==> config.mk <==
export PLATFORM = sky130hd
export DESIGN_NAME = mem_phase_ctrl
export DESIGN_NICKNAME = d
export VERILOG_FILES = /design/src/rtl/mem_phase_ctrl.sv
export SDC_FILE = /design/constraint.sdc
export NUM_CORES = 1
export LEC_CHECK = 0
export ABC_AREA = 1
export ABC_CLOCK_PERIOD_IN_PS = 4840
export CAP_MARGIN = 20
export CELL_PAD_IN_SITES_DETAIL_PLACEMENT = 1
export CELL_PAD_IN_SITES_GLOBAL_PLACEMENT = 1
export CORE_MARGIN = 2
export CORE_UTILIZATION = 42
export CTS_CLUSTER_DIAMETER = 30
export DETAILED_ROUTE_END_ITERATION = 12
export PLACE_DENSITY = 0.84
export SLEW_MARGIN = 20
export SYNTH_ARGS = -nofsm -noshare
export SYNTH_HDL_FRONTEND = slang
export SYNTH_SLANG_ARGS = --single-unit
==> constraint.sdc <==
create_clock -name clk -period 4.84 [get_ports clk]
set_clock_uncertainty 0.2 [all_clocks]
set_input_delay 0.726 -clock clk [delete_from_list [all_inputs] [get_ports clk]]
set_output_delay 0.726 -clock clk [all_outputs]
set_load 0.01 [all_outputs]
==> src/rtl/mem_phase_ctrl.sv <==
// Four-phase dual-rail sequencer for the memory address path.
// Alternates fetch/execute DATA wavefronts with NULL spacers, owns the PC and traps stalled handshakes.
module mem_phase_ctrl #(
    parameter int unsigned TIMEOUT = 15
) (
    input  logic       clk,
    input  logic       rst_n,
    input  logic       run,
    input  logic       jump_valid,
    input  logic [3:0] jump_addr,
    input  logic       ack,
    input  logic       clr,
    output logic       PH0_t,
    output logic       PH0_f,
    output logic [3:0] PC_t,
    output logic [3:0] PC_f,
    output logic       busy,
    output logic       fault
);
    // state  | meaning
    // IDLE   | all rails NULL, waits for run with ack low (no timeout)
    // F_DATA | fetch wavefront: PH0_t=1, PC rails carry pc; waits ack high
    // F_NULL | spacer after fetch; waits ack low
    // X_DATA | execute wavefront: PH0_f=1, PC rails NULL; waits ack high
    // X_NULL | spacer after execute; run picks next pair or idle
    // FAULT  | handshake timeout; all NULL until clr
    typedef enum logic [2:0] {
        S_IDLE,
        S_F_DATA,
        S_F_NULL,
        S_X_DATA,
        S_X_NULL,
        S_FAULT
    } state_t;

    localparam logic [7:0] CNT_LAST = 8'(TIMEOUT - 1);

    state_t     state;
    logic [3:0] pc;
    logic [7:0] cnt;
    logic       wait_expired;

    assign wait_expired = (cnt == CNT_LAST);

    always_ff @(posedge clk or negedge rst_n) begin
        if (!rst_n) begin
            state <= S_IDLE;
            pc    <= '0;
            cnt   <= '0;
            PH0_t <= 1'b0;
            PH0_f <= 1'b0;
            PC_t  <= '0;
            PC_f  <= '0;
            busy  <= 1'b0;
            fault <= 1'b0;
        end else begin
            case (state)
                S_IDLE: begin
                    if (run && !ack) begin
                        state <= S_F_DATA;
                        cnt   <= '0;
                        PH0_t <= 1'b1;
                        PC_t  <= pc;
                        PC_f  <= ~pc;
                        busy  <= 1'b1;
                    end
                end
                S_F_DATA: begin
                    if (ack) begin
                        state <= S_F_NULL;
                        cnt   <= '0;
                        pc    <= pc + 4'd1;
                        PH0_t <= 1'b0;
                        PC_t  <= '0;
                        PC_f  <= '0;
                    end else if (wait_expired) begin
                        state <= S_FAULT;
                        cnt   <= '0;
                        PH0_t <= 1'b0;
                        PH0_f <= 1'b0;
                        PC_t  <= '0;
                        PC_f  <= '0;
                        busy  <= 1'b0;
                        fault <= 1'b1;
                    end else begin
                        cnt <= cnt + 8'd1;
                    end
                end
                S_F_NULL: begin
                    if (!ack) begin
                        state <= S_X_DATA;
                        cnt   <= '0;
                        PH0_f <= 1'b1;
                    end else if (wait_expired) begin
                        state <= S_FAULT;
                        cnt   <= '0;
                        PH0_t <= 1'b0;
                        PH0_f <= 1'b0;
                        PC_t  <= '0;
                        PC_f  <= '0;
                        busy  <= 1'b0;
                        fault <= 1'b1;
                    end else begin
                        cnt <= cnt + 8'd1;
                    end
                end
                S_X_DATA: begin
                    if (ack) begin
                        state <= S_X_NULL;
                        cnt   <= '0;
                        PH0_f <= 1'b0;
                        // a jump replaces the increment taken at the end of fetch
                        if (jump_valid) begin
                            pc <= jump_addr;
                        end
                    end else if (wait_expired) begin
                        state <= S_FAULT;
                        cnt   <= '0;
                        PH0_t <= 1'b0;
                        PH0_f <= 1'b0;
                        PC_t  <= '0;
                        PC_f  <= '0;
                        busy  <= 1'b0;
                        fault <= 1'b1;
                    end else begin
                        cnt <= cnt + 8'd1;
                    end
                end
                S_X_NULL: begin
                    if (!ack) begin
                        cnt <= '0;
                        if (run) begin
                            state <= S_F_DATA;
                            PH0_t <= 1'b1;
                            PC_t  <= pc;
                            PC_f  <= ~pc;
                        end else begin
                            state <= S_IDLE;
                            busy  <= 1'b0;
                        end
                    end else if (wait_expired) begin
                        state <= S_FAULT;
                        cnt   <= '0;
                        PH0_t <= 1'b0;
                        PH0_f <= 1'b0;
                        PC_t  <= '0;
                        PC_f  <= '0;
                        busy  <= 1'b0;
                        fault <= 1'b1;
                    end else begin
                        cnt <= cnt + 8'd1;
                    end
                end
                S_FAULT: begin
                    if (clr) begin
                        state <= S_IDLE;
                        cnt   <= '0;
                        fault <= 1'b0;
                    end
                end
                default: begin
                    state <= S_IDLE;
                    cnt   <= '0;
                    PH0_t <= 1'b0;
                    PH0_f <= 1'b0;
                    PC_t  <= '0;
                    PC_f  <= '0;
                    busy  <= 1'b0;
                    fault <= 1'b0;
                end
            endcase
        end
    end

endmodule

======== Yosys cells after proc, flatten, opt, wreduce, memory -nomap -nowiden ========
Index checks and enable logic that the tools add are counted.
Widths: inputs -> output; s select.
operators by class
  add/subtract/negate cells ............... 2
  reductions and logical operators ........ 13
  bitwise operators ....................... 4
  equality and inequality tests ........... 19
  mux-type cells .......................... 60
operators with widths
  kind                 number
  $mux 4               17
  $pmux 4 s6           2
  $mux 8               5
  $pmux 8 s4           1
  $mux 1               22
  $mux 3               7
  $ne 2x2->1 const B   10
  $pmux 3 s6           1
  $pmux 1 s5           2
  $reduce_and 5->1     2
  $add 8x1->8 const B  1
  $eq 8x4->1 const B   1
  $pmux 4 s2           1
  $reduce_and 4->1     2
  $eq 3x2->1 const B   2
  $eq 3x3->1 const B   2
  $ne 3x3->1 const B   2
  $pmux 1 s6           1
  $reduce_or 2->1      3
  $add 4x1->4 const B  1
  $not 4->4            1
  $pmux 1 s4           1
  $eq 3x1->1 const B   1
  $logic_not 3->1      1
  7 further kinds      9
storage, ports and cells
  output and inout bits ................... 12
  word-level logic and storage cells ...... 107
  bits of input ports ..................... 10
  flip-flop bits (word level) ............. 27

======== Depth between registers and ports, before layout ========
Gate-level depths: netlist (run 1).
  word-level depth ........................ 4
  mapped depth ............................ 10
  mapped depth without buffers ............ 10

======== Least setup slack after synthesis (run 1) ========
OpenSTA, ideal clock, no wires.
  path type ............................... input-to-reg
  from .................................... input port ack
  to ...................................... register PC_t[0]
  arrival time ............................ 1.591 ns
  data required time ...................... 4.523 ns
  slack ................................... 2.932 ns
  cell stages on the path ................. 9
  cell sequence ........................... clkbuf_2 -> inv_1 -> buf_2 -> nand3_1 -> nand3_2 -> nand2_1 -> nand2_2 -> nand2_1 -> nand2_1
on the way
  cells in the longest elaborated chain, start to end .. 4
ends and longest elaborated chain
  element                     RTL line  source
  from (decl)                 11        input logic ack,
  $logic_not 1->1             --
  $logic_and 1x1->1           59        if (run && !ack) begin
  $ne 2x2->1 (no line)        --
  $reduce_and 5->1 (no line)  --
  to (signal assigned)        63        PC_t <= pc;
  to (signal assigned)        135       PC_t <= pc;
  to (decl)                   15        output logic [3:0] PC_t,
Parallel ways exist; a longest one is shown, timed or not.
A chain may end at the register's enable or synchronous reset.

======== Worst setup path in the final report (run 1) ========
  from .................................... input port ack
  to ...................................... register PC_f[0]
on the way
  cells in the longest elaborated chain, start to end .. 4
ends and longest elaborated chain
  element                     RTL line  source
  $logic_not 1->1             --
  $logic_and 1x1->1           59
  $ne 2x2->1 (no line)        --
  $reduce_and 5->1 (no line)  --
  to (signal assigned)        64        PC_f <= ~pc;
  to (signal assigned)        136       PC_f <= ~pc;
  to (decl)                   16        output logic [3:0] PC_f,
Parallel ways exist; a longest one is shown, timed or not.

==> results.sh, run 1 <==
export IMPL_crit_path_start_kind="input port"
export IMPL_die_h_um=68.95
export IMPL_yosysWarnings=0
export IMPL_grt_pass1_vias=1784
export IMPL_relSlewSlack_pct=64.88
export IMPL_drtPass1Iterations=4
export IMPL_ctsHoldBuffers=0
export IMPL_ys_seq_area_share_pct=38.14
export IMPL_tns_ps=0
export IMPL_route_detailed_drc=0
export IMPL_antenna_found_initial=0
export IMPL_synth_distinct_cells=28
export IMPL_setup_violations=0
export IMPL_place_hpwl_mm=3.847
export IMPL_n_fill_cell=561
export IMPL_h_tree_depth=1
export IMPL_hold_class="reg -> reg"
export IMPL_io_pins=22
export IMPL_max_freq_mhz=361.2
export IMPL_final_hold_violation_count=0
export IMPL_critPathCaptureType="flip-flop"
export IMPL_combPwrFrac_pct=55.0
export IMPL_crit_path_max_incr_delay_ps=680
export IMPL_coreArea_sq_mm=0.004029
export IMPL_clkSlewWorstSetupHoldPaths_ps=110
export IMPL_syn_nets=272
export IMPL_via_per_inst=5.465
export IMPL_synth_top_cell_area_share_pct=38.14
export IMPL_diodes=0
export IMPL_worst_pin_slew_ps=525.2
export IMPL_cts_resized=0
export IMPL_p_sw_w=0.0005813
export IMPL_arrival_ps=2790
export IMPL_fin_ws_ps=2071
export IMPL_dpl_worst_slack_ps=1847
export IMPL_synth_common_cells="nand2_1, nand3_1, dfrtp_1"
export IMPL_gp_congestion=0.9199
export IMPL_status="complete, no violations"
export IMPL_root_buffer="clkbuf_8"
export IMPL_finalNetCount=293
export IMPL_cts_sinks=27
export IMPL_maxCapViolCount=0
export IMPL_async_reset_ff_share_pct=100.0
export IMPL_critical_path_class="in -> reg"
export IMPL_rows=23
export IMPL_avgSynthCellArea_sq_um=6.841
export IMPL_dieArea_sq_mm=0.004754
export IMPL_cts_max_path_buffers=2
export IMPL_synth_area_leaders="dfrtp_1, nand2_1, nand3_1"
export IMPL_power_leakage_nw=1.077
export IMPL_synth_most_common_cell="nand2_1"
export IMPL_crit_path_frequent_cell="nand2_1"
export IMPL_report_final_slew_viol_count=0
export IMPL_synth_area_sq_mm=0.001772
export IMPL_fin_crit_sh_pct=57.20
export IMPL_gr_usage_all_layers_pct=24.08
export IMPL_worstSkewPairLatency_ps=270
export IMPL_whs_ps=296.2
export IMPL_port_buffers=21
export IMPL_cp_max_fo=16
export IMPL_post_cts_buffers=0
export IMPL_crit_required_ps=4860
export IMPL_p_per_area_mw_per_mm2=572.1
export IMPL_synth_area_leader_cell="dfrtp_1"
export IMPL_crit_chain="clkdlybuf4s50_1, inv_1, nand2_1, nand3_1, nand2_1, inv_2, nand2_1, nor2_2, nand2_1, nand2_1"
export IMPL_vias=1798
export IMPL_grt_pass1_wl_mm=8.645
export IMPL_swShare_pct=49.16
export IMPL_synth_edf_count=0
export IMPL_drtIter0Drc=112
export IMPL_power_internal_w=0.0006012
export IMPL_r2r_slack_ps=2740
export IMPL_synth_flop_cell="dfrtp_1"
export IMPL_die_x_um=68.95
export IMPL_grt_setup_unrepaired="false"
export IMPL_cts_tree="done"
export IMPL_grt_max_degree=28
export IMPL_critPathSlowestCell="clkdlybuf4s50_1"
export IMPL_syn_inst=259
export IMPL_clkPwrFrac_pct=11.6
export IMPL_drive_gt1_share_pct=7.527
export IMPL_cts_made_buffers=3
export IMPL_synth_seq_cells=27
export IMPL_layout_min_cycle_time_ps=2769
export IMPL_wirelength_mm=5.037
export IMPL_initial_core_util_pct=43.98
export IMPL_ant_nets=0
export IMPL_ir_drop_mv=0.2585
export IMPL_syn_to_final_growth_pct=16.67
export IMPL_grt_overflow_total=0
export IMPL_wire_per_inst_um=15.31
export IMPL_pwr_share_seq_pct=33.4
## placed cells by master, fill, tap and decap left out, drive strengths merged, types with 2 or more instances in the layout
cell type,n
ha,3
dfrtp,27
inv,27
a31oi,2
clkdlybuf4s50,21
nand3,34
nor2,28
o211ai,3
clkbuf,3
xor2,3
or2,2
nand2,91
o21ai,14
nand4,12
a21oi,2
## metrics by stage
step	area (sq um)	utilization, %	power, W	instances
2_1_floorplan	1772	-	0.0008307	259
3_3_place_gp	2018	50.09	0.001024	325
3_5_place_dp	2018	50.09	0.001045	325
4_1_cts	2067	51.30	0.001190	329
5_1_grt	2067	51.30	0.001308	329
6_report	2067	51.30	0.001182	329
## worst paths after layout
path	startpoint	end	cells past startpoint
max in group asynchronous	rst_n	cnt[6]$_DFFE_PN0P_	2
max reg2reg	state[0]$_DFFE_PN0P_	PC_f[0]$_DFFE_PN0P_	9
min	PC_t[1]$_DFFE_PN0P_	PC_t[1]$_DFFE_PN0P_	2
min reg2reg	PC_t[1]$_DFFE_PN0P_	PC_t[1]$_DFFE_PN0P_	2
max	ack	PC_f[0]$_DFFE_PN0P_	10
min in group asynchronous	rst_n	state[0]$_DFFE_PN0P_	2
## final cells by class
type / instances / area (sq um) / area share, %
Sequential cell: 27 / 675.6 / 32.69
Multi-Input combinational cell: 199 / 960.9 / 46.49
Tap cell: 50 / 62.56 / 3.027
Clock buffer: 3 / 41.29 / 1.998
Clock inverter: 1 / 7.507 / 0.3632
Timing Repair Buffer: 22 / 217.7 / 10.53
Inverter: 27 / 101.3 / 4.903
## per-layer routing
| metal | track usage [%] | part of all wire [%] | vias to the layer above |
|---|---|---|---|
| met3 | 2.435 | 3.1 | 6 |
| met1 | 34.51 | 49 | 872 |
| met4 | 4.412 | 0.85 | 0 |
| li1 | - | - | 883 |
| met5 | 0 | 0 | - |
| met2 | 39.66 | 47 | 37 |
## critical path, delay by kind of cell
kind          cells  cell delay (ps)
buf+inv           3             1210
simple gates      7              860
## power groups by stage
| stage | combinational (W) | clock, W | sequential, W |
|---|---|---|---|
| after floorplan | 0.000453 | 0 | 0.000377 |
| after global placement | 0.000630 | 0 | 0.000394 |
| after detailed placement | 0.000647 | 0 | 0.000398 |
| after CTS | 0.000655 | 0.000140 | 0.000394 |
| after global routing | 0.000750 | 0.000149 | 0.000409 |
| final | 0.000651 | 0.000137 | 0.000395 |
## cell families (layout without fill, tap and decap cells)
logic type               after synthesis  count (layout)  share of synthesized area [%]
AND/OR/NAND/NOR                      169             169                          42.73
buffers and inverters                 33              53                          7.627
flip-flops                            27              27                          38.14
AO/OA/AOI/OAI                         23              23                          7.415
XOR/XNOR                               4               4                          1.978
adder cells (fa/ha/maj)                3               3                          2.119
## flip-flops by register name, summed over array words and instances (netlist names)
register and count:
PC_f 4, PH0_f 1, PH0_t 1, PC_t 4, pc 4, busy 1, state 3, cnt 8
fault 1
Note: power is estimated with default switching activity, not from simulation.
==> run 2: changes to the inputs <==
ABC_CLOCK_PERIOD_IN_PS = 2250   (was 4840)
CORE_UTILIZATION = 35   (was 42)
PLACE_DENSITY = 0.74   (was 0.84)
clock period = 2.25 ns   (was 4.84 ns; I/O delays follow)
==> results.sh, run 2 (synthesis results as in run 1) <==
export IMPL_status="complete, no violations"
export IMPL_regMostFlops="cnt"
export IMPL_p_per_area_mw_per_mm2=1203
export IMPL_via_per_inst=4.903
export IMPL_grt_pass1_wl_mm=8.507
export IMPL_final_hold_violation_count=0
export IMPL_power_internal_w=0.001338
export IMPL_grt_pass1_vias=1785
export IMPL_ctsHoldBuffers=0
export IMPL_fin_cells=352
export IMPL_largest_reg_flops=8
export IMPL_critPathCaptureType="flip-flop"
export IMPL_tns_ps=0
export IMPL_final_cell_mix="nand2_1, nand3_1, dfrtp_1"
export IMPL_wirelength_mm=4.849
export IMPL_io_pins=22
export IMPL_crit_required_ps=2210
export IMPL_critical_path_class="reg -> reg"
export IMPL_initial_core_util_pct=36.78
export IMPL_grt_setup_unrepaired="false"
export IMPL_arrival_ps=1870
export IMPL_die_h_um=75.15
export IMPL_cp_top_family="simple AND/OR/NAND/NOR gates"
export IMPL_gp_congestion=0.9219
export IMPL_crit_path_start_kind="flip-flop"
export IMPL_port_buffers=21
export IMPL_finalPower_w=0.002566
export IMPL_die_x_um=75.15
export IMPL_cts_max_path_buffers=2
export IMPL_ir_drop_mv=0.4490
export IMPL_final_common_cell="nand2_1"
export IMPL_power_leakage_nw=1.107
export IMPL_critPathSlowestCell="dfrtp_1"
export IMPL_setup_violations=0
export IMPL_vias=1726
export IMPL_r2r_slack_ps=340
export IMPL_hold_class="in -> async"
export IMPL_post_cts_buffers=0
export IMPL_gr_usage_all_layers_pct=19.42
export IMPL_worstSkewPairLatency_ps=270
export IMPL_pwr_share_seq_pct=31.9
export IMPL_wire_per_inst_um=13.78
export IMPL_coreArea_sq_mm=0.004817
export IMPL_ant_nets=0
export IMPL_place_hpwl_mm=3.801
export IMPL_cts_made_buffers=3
export IMPL_h_tree_depth=1
export IMPL_diodes=0
export IMPL_clkSlewWorstSetupHoldPaths_ps=100
export IMPL_cts_resized=0
export IMPL_syn_to_final_growth_pct=20.41
export IMPL_drive_gt1_share_pct=9.474
export IMPL_crit_chain="nor2_4, nand2_1, nor2_1, nor2_2, o211ai_1, o21ai_0"
export IMPL_worstPathBufferInverterCount=0
export IMPL_layout_min_cycle_time_ps=1910
export IMPL_n_fill_cell=661
export IMPL_cts_tree="done"
export IMPL_seq_area_sq_um=675.6
export IMPL_combPwrFrac_pct=56.9
export IMPL_rows=25
export IMPL_crit_path_max_incr_delay_ps=580
export IMPL_antenna_found_initial=0
export IMPL_max_freq_mhz=523.7
export IMPL_route_detailed_drc=0
export IMPL_relSlewSlack_pct=65.93
export IMPL_worst_pin_slew_ps=511.0
export IMPL_dieArea_sq_mm=0.005647
export IMPL_root_buffer="clkbuf_8"
export IMPL_grt_overflow_total=0
export IMPL_report_final_slew_viol_count=0
export IMPL_swShare_pct=47.87
export IMPL_maxCapViolCount=0
export IMPL_dp_cells=348
export IMPL_drtIter0Drc=64
export IMPL_cts_sinks=27
export IMPL_multi_input_area_sq_um=960.9
export IMPL_fin_crit_sh_pct=84.87
export IMPL_drtPass1Iterations=4
export IMPL_grt_max_degree=28
export IMPL_p_sw_w=0.001228
export IMPL_finalNetCount=299
export IMPL_cp_max_fo=13
export IMPL_clkPwrFrac_pct=11.2
run 2: cell types whose count changed in the layout (fill, tap and decap cells not counted):
| cell | change |
|---|---|
| buf_4 | +6 |
run 2: path summary, 6_finish.rpt:
kind | startpoint | endpoint | cells past startpoint
max | state[2]$_DFFE_PN0P_ | pc[2]$_DFFE_PN0P_ | 6
min | rst_n | cnt[6]$_DFFE_PN0P_ | 2
max reg2reg | state[2]$_DFFE_PN0P_ | pc[2]$_DFFE_PN0P_ | 6
min reg2reg | PC_t[0]$_DFFE_PN0P_ | PC_t[0]$_DFFE_PN0P_ | 2
max in group asynchronous | rst_n | state[0]$_DFFE_PN0P_ | 2
min in group clk | PC_t[0]$_DFFE_PN0P_ | PC_t[0]$_DFFE_PN0P_ | 2
run 2: layout make-up:
type / count / share of cell area (%)
well taps: 67 / 3.930
inverters: 27 / 4.751
clock buffers: 3 / 1.935
clock inverters: 1 / 0.3519
repair buffers: 28 / 12.32
flip-flops and latches: 27 / 31.67
multi-input cells: 199 / 45.04
run 2: worst register-to-register path: stages (launching register included):
cell      delay, ps
dfrtp_1         580
nor2_4          300
nand2_1         220
nor2_1          220
nor2_2          100
o211ai_1         80
o21ai_0         100
run 2: metrics by stage:
stage | hold slack [ps] | setup slack, ps | utilization (%) | instance area [sq um]
6_report | 240.7 | 340.5 | 44.29 | 2133
5_1_grt | 287.4 | 192.2 | 44.29 | 2133
4_1_cts | 251.5 | 352.2 | 44.29 | 2133
3_5_place_dp | 264.5 | 155.4 | 43.27 | 2085
3_3_place_gp | 266.2 | 187.5 | 43.27 | 2085
2_1_floorplan | -158.1 | 653.1 | - | 1772
run 2: metal layers:
layer  vias to the layer above  global-route usage [%]  share of wire [%]
met5                         -                       0                  0
met4                         0                   3.509               0.60
met3                         2                   2.008                2.3
met2                        23                   32.75                 46
met1                       807                   27.36                 51
li1                        894                       -                  -
run 2: power by group through the flow:
stage	logic, W	clock network [W]	registers [W]
final	0.00146	0.000287	0.000819
after detailed placement	0.00147	0	0.000832
after global placement	0.00145	0	0.000825
after global routing	0.00168	0.000319	0.000845
after floorplan	0.000975	0	0.000812
after CTS	0.00148	0.000299	0.000823
